`src/rtl/imem_uart_loader.sv`:
```
// UART (8N1) program loader: receives a length-prefixed stream of
// 32-bit words and writes them into instruction memory.
module imem_uart_loader #(
    parameter int CLKS_PER_BIT = 868,
    parameter int ADDR_WIDTH   = 10
) (
    input  logic        Clk,
    input  logic        Rst,
    input  logic        RxD,
    output logic        WrEn,
    output logic [31:0] WrAddress,
    output logic [31:0] WrData,
    output logic        Loading,
    output logic        Done,
    output logic        FrameErr
);

    localparam int CNT_W = $clog2(CLKS_PER_BIT);
    localparam logic [CNT_W-1:0] FULL_M1 = CNT_W'(CLKS_PER_BIT - 1);
    localparam logic [CNT_W-1:0] HALF_M1 = CNT_W'(CLKS_PER_BIT / 2 - 1);

    typedef enum logic [1:0] {
        RX_IDLE,
        RX_START,
        RX_DATA,
        RX_STOP
    } rx_state_t;

    typedef enum logic [2:0] {
        L_CNT_HI,
        L_CNT_LO,
        L_DATA,
        L_WRITE,
        L_DONE
    } ld_state_t;

    logic rx_meta;
    logic rx_sync;

    rx_state_t        rx_state, rx_state_n;
    logic [CNT_W-1:0] rx_cnt, rx_cnt_n;
    logic [2:0]       rx_bit, rx_bit_n;
    logic [7:0]       rx_shift, rx_shift_n;
    logic             byte_valid;
    logic             frame_err_p;

    ld_state_t             ld_state, ld_state_n;
    logic [7:0]            cnt_hi, cnt_hi_n;
    logic [15:0]           remain, remain_n;
    logic [23:0]           word, word_n;
    logic [1:0]            byte_idx, byte_idx_n;
    logic [ADDR_WIDTH-1:0] addr_cnt, addr_cnt_n;
    logic [31:0]           wr_addr_n, wr_data_n;
    logic                  loading_n, done_n, frame_err_n;

    // Two-flop synchronizer for the asynchronous serial line (idles high)
    always_ff @(posedge Clk or posedge Rst) begin
        if (Rst) begin
            rx_meta <= 1'b1;
            rx_sync <= 1'b1;
        end else begin
            rx_meta <= RxD;
            rx_sync <= rx_meta;
        end
    end

    // Receiver state register
    always_ff @(posedge Clk or posedge Rst) begin
        if (Rst) begin
            rx_state <= RX_IDLE;
            rx_cnt   <= '0;
            rx_bit   <= '0;
            rx_shift <= '0;
        end else begin
            rx_state <= rx_state_n;
            rx_cnt   <= rx_cnt_n;
            rx_bit   <= rx_bit_n;
            rx_shift <= rx_shift_n;
        end
    end

    // Receiver next state: mid-bit sampling, LSB first, stop bit check
    always_comb begin
        rx_state_n  = rx_state;
        rx_cnt_n    = rx_cnt;
        rx_bit_n    = rx_bit;
        rx_shift_n  = rx_shift;
        byte_valid  = 1'b0;
        frame_err_p = 1'b0;
        unique case (rx_state)
            RX_IDLE: begin
                rx_cnt_n = '0;
                rx_bit_n = '0;
                if (!rx_sync) rx_state_n = RX_START;
            end
            RX_START: begin
                if (rx_cnt == HALF_M1) begin
                    rx_cnt_n   = '0;
                    rx_state_n = rx_sync ? RX_IDLE : RX_DATA;
                end else begin
                    rx_cnt_n = rx_cnt + 1'b1;
                end
            end
            RX_DATA: begin
                if (rx_cnt == FULL_M1) begin
                    rx_cnt_n   = '0;
                    rx_shift_n = {rx_sync, rx_shift[7:1]};
                    rx_bit_n   = rx_bit + 3'd1;
                    if (rx_bit == 3'd7) rx_state_n = RX_STOP;
                end else begin
                    rx_cnt_n = rx_cnt + 1'b1;
                end
            end
            RX_STOP: begin
                if (rx_cnt == FULL_M1) begin
                    rx_cnt_n    = '0;
                    byte_valid  = rx_sync;
                    frame_err_p = !rx_sync;
                    rx_state_n  = RX_IDLE;
                end else begin
                    rx_cnt_n = rx_cnt + 1'b1;
                end
            end
            default: rx_state_n = RX_IDLE;
        endcase
    end

    // Loader state and output registers
    always_ff @(posedge Clk or posedge Rst) begin
        if (Rst) begin
            ld_state  <= L_CNT_HI;
            cnt_hi    <= '0;
            remain    <= '0;
            word      <= '0;
            byte_idx  <= '0;
            addr_cnt  <= '0;
            WrAddress <= '0;
            WrData    <= '0;
            Loading   <= 1'b0;
            Done      <= 1'b0;
            FrameErr  <= 1'b0;
        end else begin
            ld_state  <= ld_state_n;
            cnt_hi    <= cnt_hi_n;
            remain    <= remain_n;
            word      <= word_n;
            byte_idx  <= byte_idx_n;
            addr_cnt  <= addr_cnt_n;
            WrAddress <= wr_addr_n;
            WrData    <= wr_data_n;
            Loading   <= loading_n;
            Done      <= done_n;
            FrameErr  <= frame_err_n;
        end
    end

    // Loader next state: parse count, assemble big-endian words, write
    always_comb begin
        ld_state_n  = ld_state;
        cnt_hi_n    = cnt_hi;
        remain_n    = remain;
        word_n      = word;
        byte_idx_n  = byte_idx;
        addr_cnt_n  = addr_cnt;
        wr_addr_n   = WrAddress;
        wr_data_n   = WrData;
        loading_n   = Loading;
        done_n      = Done;
        frame_err_n = FrameErr | frame_err_p;
        unique case (ld_state)
            L_CNT_HI, L_DONE: begin
                if (byte_valid) begin
                    cnt_hi_n   = rx_shift;
                    loading_n  = 1'b1;
                    done_n     = 1'b0;
                    addr_cnt_n = '0;
                    ld_state_n = L_CNT_LO;
                end
            end
            L_CNT_LO: begin
                if (byte_valid) begin
                    if ({cnt_hi, rx_shift} == 16'd0) begin
                        done_n     = 1'b1;
                        loading_n  = 1'b0;
                        ld_state_n = L_DONE;
                    end else begin
                        remain_n   = {cnt_hi, rx_shift};
                        byte_idx_n = '0;
                        ld_state_n = L_DATA;
                    end
                end
            end
            L_DATA: begin
                if (byte_valid) begin
                    word_n     = {word[15:0], rx_shift};
                    byte_idx_n = byte_idx + 2'd1;
                    if (byte_idx == 2'd3) begin
                        wr_data_n  = {word, rx_shift};
                        wr_addr_n  = 32'({addr_cnt, 2'b00});
                        ld_state_n = L_WRITE;
                    end
                end
            end
            L_WRITE: begin
                addr_cnt_n = addr_cnt + 1'b1;
                remain_n   = remain - 16'd1;
                if (remain == 16'd1) begin
                    done_n     = 1'b1;
                    loading_n  = 1'b0;
                    ld_state_n = L_DONE;
                end else begin
                    ld_state_n = L_DATA;
                end
            end
            default: ld_state_n = L_CNT_HI;
        endcase
        // A bad stop bit aborts any load in progress
        if (frame_err_p && ld_state != L_DONE) begin
            loading_n  = 1'b0;
            ld_state_n = L_CNT_HI;
        end
    end

    assign WrEn = (ld_state == L_WRITE);

endmodule

```
`config.mk`:
```
export PLATFORM = sky130hd
export DESIGN_NAME = imem_uart_loader
export DESIGN_NICKNAME = d
export VERILOG_FILES = /design/src/rtl/imem_uart_loader.sv
export SDC_FILE = /design/constraint.sdc
export NUM_CORES = 1
export LEC_CHECK = 0
export BUFFER_PORTS_ARGS = -buffer_cell sky130_fd_sc_hd__buf_4
export CAP_MARGIN = 20
export CORE_UTILIZATION = 58
export DETAILED_ROUTE_END_ITERATION = 16
export PLACE_DENSITY = 0.79
export SLEW_MARGIN = 20
export SYNTH_ARGS = -nofsm -noshare
export SYNTH_HDL_FRONTEND = slang
export SYNTH_SLANG_ARGS = --single-unit
```
`constraint.sdc`:
```
create_clock -name Clk -period 6.9 [get_ports Clk]
set_input_delay 0 -clock Clk [delete_from_list [all_inputs] [get_ports Clk]]
set_output_delay 0 -clock Clk [all_outputs]
set_load 0.02 [all_outputs]
```
======== After elaboration in Yosys (flattened, before gate mapping) ========
Cells that the tools add are included.
cells by class
  equality and inequality tests ........... 30
  add/subtract/negate cells ............... 5
  bitwise operators ....................... 1
  reduce and logical (&&, ||, !) cells .... 25
  multiplexer cells ....................... 44
operators by type and width
  kind                   number
  $mux 16                2
  $pmux 16 s2            1
  $mux 10                3
  $pmux 10 s3            1
  $mux 3                 8
  $add 10x1->10 const B  2
  $ne 2x2->1 const B     10
  $pmux 10 s2            1
  $mux 2                 9
  $ne 3x3->1 const B     6
  $eq 16x1->1 const B    1
  $logic_not 16->1       1
  $sub 16x1->16 const B  1
  $reduce_and 5->1       3
  $mux 1                 13
  $pmux 3 s4             1
  $eq 10x10->1 const B   1
  $eq 10x9->1 const B    1
  $reduce_and 2->1       5
  $pmux 2 s4             1
  $reduce_and 4->1       2
  $reduce_bool 2->1      4
  $eq 2x2->1 const B     3
  $eq 3x2->1 const B     2
  19 further kinds       23
storage, ports and cells
  register bits ........................... 133
  logic and storage cells ................. 122
  input bits .............................. 3
  output and inout port bits .............. 68

======== Depth between registers and ports, before layout ========
  word-level depth ........................ 6
  gate-level depth with buffers ........... 9

======== Worst setup path after synthesis ========
No wires, ideal clock.
  path kind ............................... reg-to-reg
  start point ............................. register rx_cnt[0]
  end point ............................... register addr_cnt[9]
  library setup time ...................... 0.122 ns
  cell stages (with the launch flop) ...... 9
  path buffers ............................ 2
  data arrival time ....................... 2.300 ns
  data required time ...................... 6.778 ns
  setup slack ............................. 4.478 ns
  cells stage by stage .................... dfrtp_1 ha_1 or4b_4 or4_1 buf_2 or3_4 buf_6 nand3_1 o21ai_1
between the ends
  longest elaborated chain between the ends .. 5
ends and longest elaborated chain
  element                     RTL line  source
  start: declaration          41        logic [CNT_W-1:0] rx_cnt, rx_cnt_n;
  start signal: assignment    76        rx_cnt <= rx_cnt_n;
  $eq 10x10->1                115       if (rx_cnt == FULL_M1) begin
  $mux 1                      115
  $mux 1                      90        unique case (rx_state)
  $ne 2x2->1 (no line)        n/a
  $reduce_and 2->1 (no line)  n/a
  end signal: assignment      148       addr_cnt <= addr_cnt_n;
  end: declaration            52        logic [ADDR_WIDTH-1:0] addr_cnt, addr_cnt_n;
Every way passes these cells.
A chain may end at the register's enable or synchronous reset.

======== Final worst setup path ========
  start point ............................. register rx_cnt[0]
  end point ............................... register WrData[28]
between the ends
  longest elaborated chain between the ends .. 4
ends and longest elaborated chain
  element                     RTL line  source
  $eq 10x10->1                115
  $mux 1                      115
  $mux 1                      90
  $reduce_and 3->1 (no line)  n/a
  end signal: assignment      150       WrData <= wr_data_n;
  end: declaration            12        output logic [31:0] WrData,
Every way passes these cells.

==> metrics <==
total track usage=approximately a quarter; diode count=0; antenna violations before repair=0; slew margin rel.=34.25%; Port Buf Inserts=48; Worst-Skew Late Latency=roughly 540 ps; max_cap viols=0; Worst EP required=roughly 7300 ps; share of cells above drive strength 1=between 20% and 30%; Setup TNS Final=0 ps; maximum VDD drop=151.6 uV; wire length per cell=16.91 microns; Seq/Total Area, Yosys=a little over half; Leakage=3.803 nW; average size of a mapped cell=11.02 sq um; Gate Count Post-Synth=570; Netlist Area Pre-Place=between 0.006 and 0.007 sq mm; I/O Pins=71; Yosys top cell by area=dfrtp_1; EDFF count, synth=0; first-pass GRT wire length=around 22,000 microns; top cells by area, synth=dfrtp_1, mux2_4, nand2_1, buf_4, mux2_2; Setup Fix Bufs, Post-CTS=0; CTS Sinks=133; DR DRC count=0; Final setup viols=0; CP arrival=about 4200 ps; Max clock buf depth=2; worst min path class=in2reg; die area=around 0.011 sq mm; Core Region=around 0.010 sq mm; Yosys reg bits=133; critical path class=reg2reg; Tmin final=3782 ps; htree depth=4; die height=106.1 microns; ys flop type=dfrtp_1; largest net degree at the start of global routing=between 70 and 80; Slew Limit Fails=0; CP max FO=42; CP max-delay cell=and3_1; Resized cells post-CTS=0; origin of the worst setup path=rx_cnt[0]; fin crit share=approximately 55%; fin nets=626; crit start category=flip-flop; Synth-to-Final Area Change=14.90%; crit-path cells=ha_1 -> or4b_4 -> nor4_4 -> and3_1 -> nand2_4 -> mux2_4; PwrDens=235.9 mW/mm^2; status=completed; FP Rows=37; Least-Margin Pin Slew=~980 ps; Max Freq=between 200 and 300 MHz; Root Driver=clkbuf_8; warnings from Yosys=0; Netlist cell types=65; most common cell in the netlist=dfrtp_1; gpl congestion=0.9080; Detailed Place HPWL=8298 microns; TritonCTS buffer count=17; unrepaired setup endpoints after global routing=false; Worst setup EP type=flip-flop; top-area cell type share of the netlist area=52.18%; Post-synth top cells=dfrtp_1, nand2_1, mux2_4, nor2_1, buf_4; die width=106.1 microns; Hold Crit Start=RxD; via/cell ratio=5.798; Critical Path Max Stage Delay=870 ps; Initial Utilization=between 60% and 70%; Post-DRT Antenna Nets=0; Post-synth ARST share=100.0%; CTS tree=yes; clock skew=around 13 ps; GRT overflow=0; clk slew on worst S/H paths=70 ps; RR Startpoint=rx_cnt[0]; Via Count=4,430; Starting DRT DRC Count=around 360; first-pass detailed-route iteration total=5; vias in the first global route=4,314; Layout Utilization=69.30%; Detailed Route WL=12,920 microns; Final Hold Fails=0
[critical path, delay by kind of cell, from the launching register on]
family	cells	cell delay (ps)
adder cells (fa/ha/maj)	1	280
AND/OR/NAND/NOR	4	2410
flip-flops	1	430
multiplexers	1	500
[layout by cell type, fill, tap and decap left out, types with 3 or more instances in the layout]
master and instances:
nand2_1 116, nor4_1 11, dfrtp_1 131, o221a_2 7
a211oi_1 4, inv_6 6, nand3_1 17, mux2_4 40
or3_1 3, nor2_1 27, nand4_1 9, xor2_1 5
a31oi_1 5, ha_1 8, a21oi_1 14, a22oi_1 3
nor3_1 9, nand2b_1 4, conb_1 22, clkbuf_16 16
o21ai_0 15, and4_1 4, o21a_1 7, inv_1 8
mux2_2 11, clkinv_4 3, buf_4 51, and3_1 11
a22o_1 6, xnor2_1 3
[report_power, final]
group	internal, mW	switching, mW
logic	0.00198	0.0253
registers	0.781	0.000530
clock network	0.534	0.360
[cell families after synthesis]
group	after synthesis	share of synthesized area, %
buffers and inverters	58	5.516
adder cells (fa/ha/maj)	8	1.593
other	1	0.05969
flip-flops	133	53.02
AO/OA/AOI/OAI	81	9.381
multiplexers	53	11.85
AND/OR/NAND/NOR	228	17.47
XOR/XNOR	8	1.115
[metal layers]
metal	track usage, %	routed length (microns)	vias up
li1	-	-	2065
met1	32.84	5688	2146
met2	40.34	6207	177
met3	6.009	653	42
met4	10.32	371	0
met5	0	0	-
[state kept, by name, summed over array words and instances (netlist names), named ones only]
name / cells
Done: 1
FrameErr: 1
Loading: 1
WrAddress: 10
WrData: 32
addr_cnt: 10
byte_idx: 2
cnt_hi: 8
ld_state: 3
remain: 16
rx_bit: 3
rx_cnt: 10
rx_meta: 1
rx_shift: 8
rx_state: 1
rx_sync: 1
word: 24
[worst paths after layout]
path / end / slack, ps / depth (start not counted)
max: WrData[28] / 3120 / 6
min: rx_meta / 120 / 2
max reg2reg: WrData[28] / 3120 / 6
min reg2reg: rx_sync / 360 / 0
max in group asynchronous: WrAddress[9] / 5380 / 4
min in group asynchronous: FrameErr / 150 / 3
[area by class of cell]
cell class / count / area (sq um)
Multi-Input combinational cell: 400 / 2684
Inverter: 10 / 40.04
Timing Repair Buffer: 53 / 402.9
Clock inverter: 14 / 162.7
Tap cell: 136 / 170.2
Clock buffer: 18 / 427.9
Sequential cell: 133 / 3331
Fill cell: 733 / 3198
[per-stage QoR]
step | setup WS, ps | power, mW | instance area, sq um | hold slack, ps | instances
6_report | 3118 | 1.703 | 7218 | 120.7 | 764
5_1_grt | 2901 | 1.748 | 7218 | 113.2 | 764
4_1_cts | 3127 | 1.715 | 7218 | 114.7 | 764
3_5_place_dp | 3141 | 0.8233 | 6608 | 109.5 | 730
3_3_place_gp | 3313 | 0.8226 | 6608 | 109.9 | 730
2_1_floorplan | 3349 | 0.8271 | 6361 | 4.478 | 591
[timing repair]
item	CTS	global route
setup endpoints to repair	0	0
hold buffers	2	0
endpoints found under the hold margin	59	0
(Power assumes the default switching activity.)
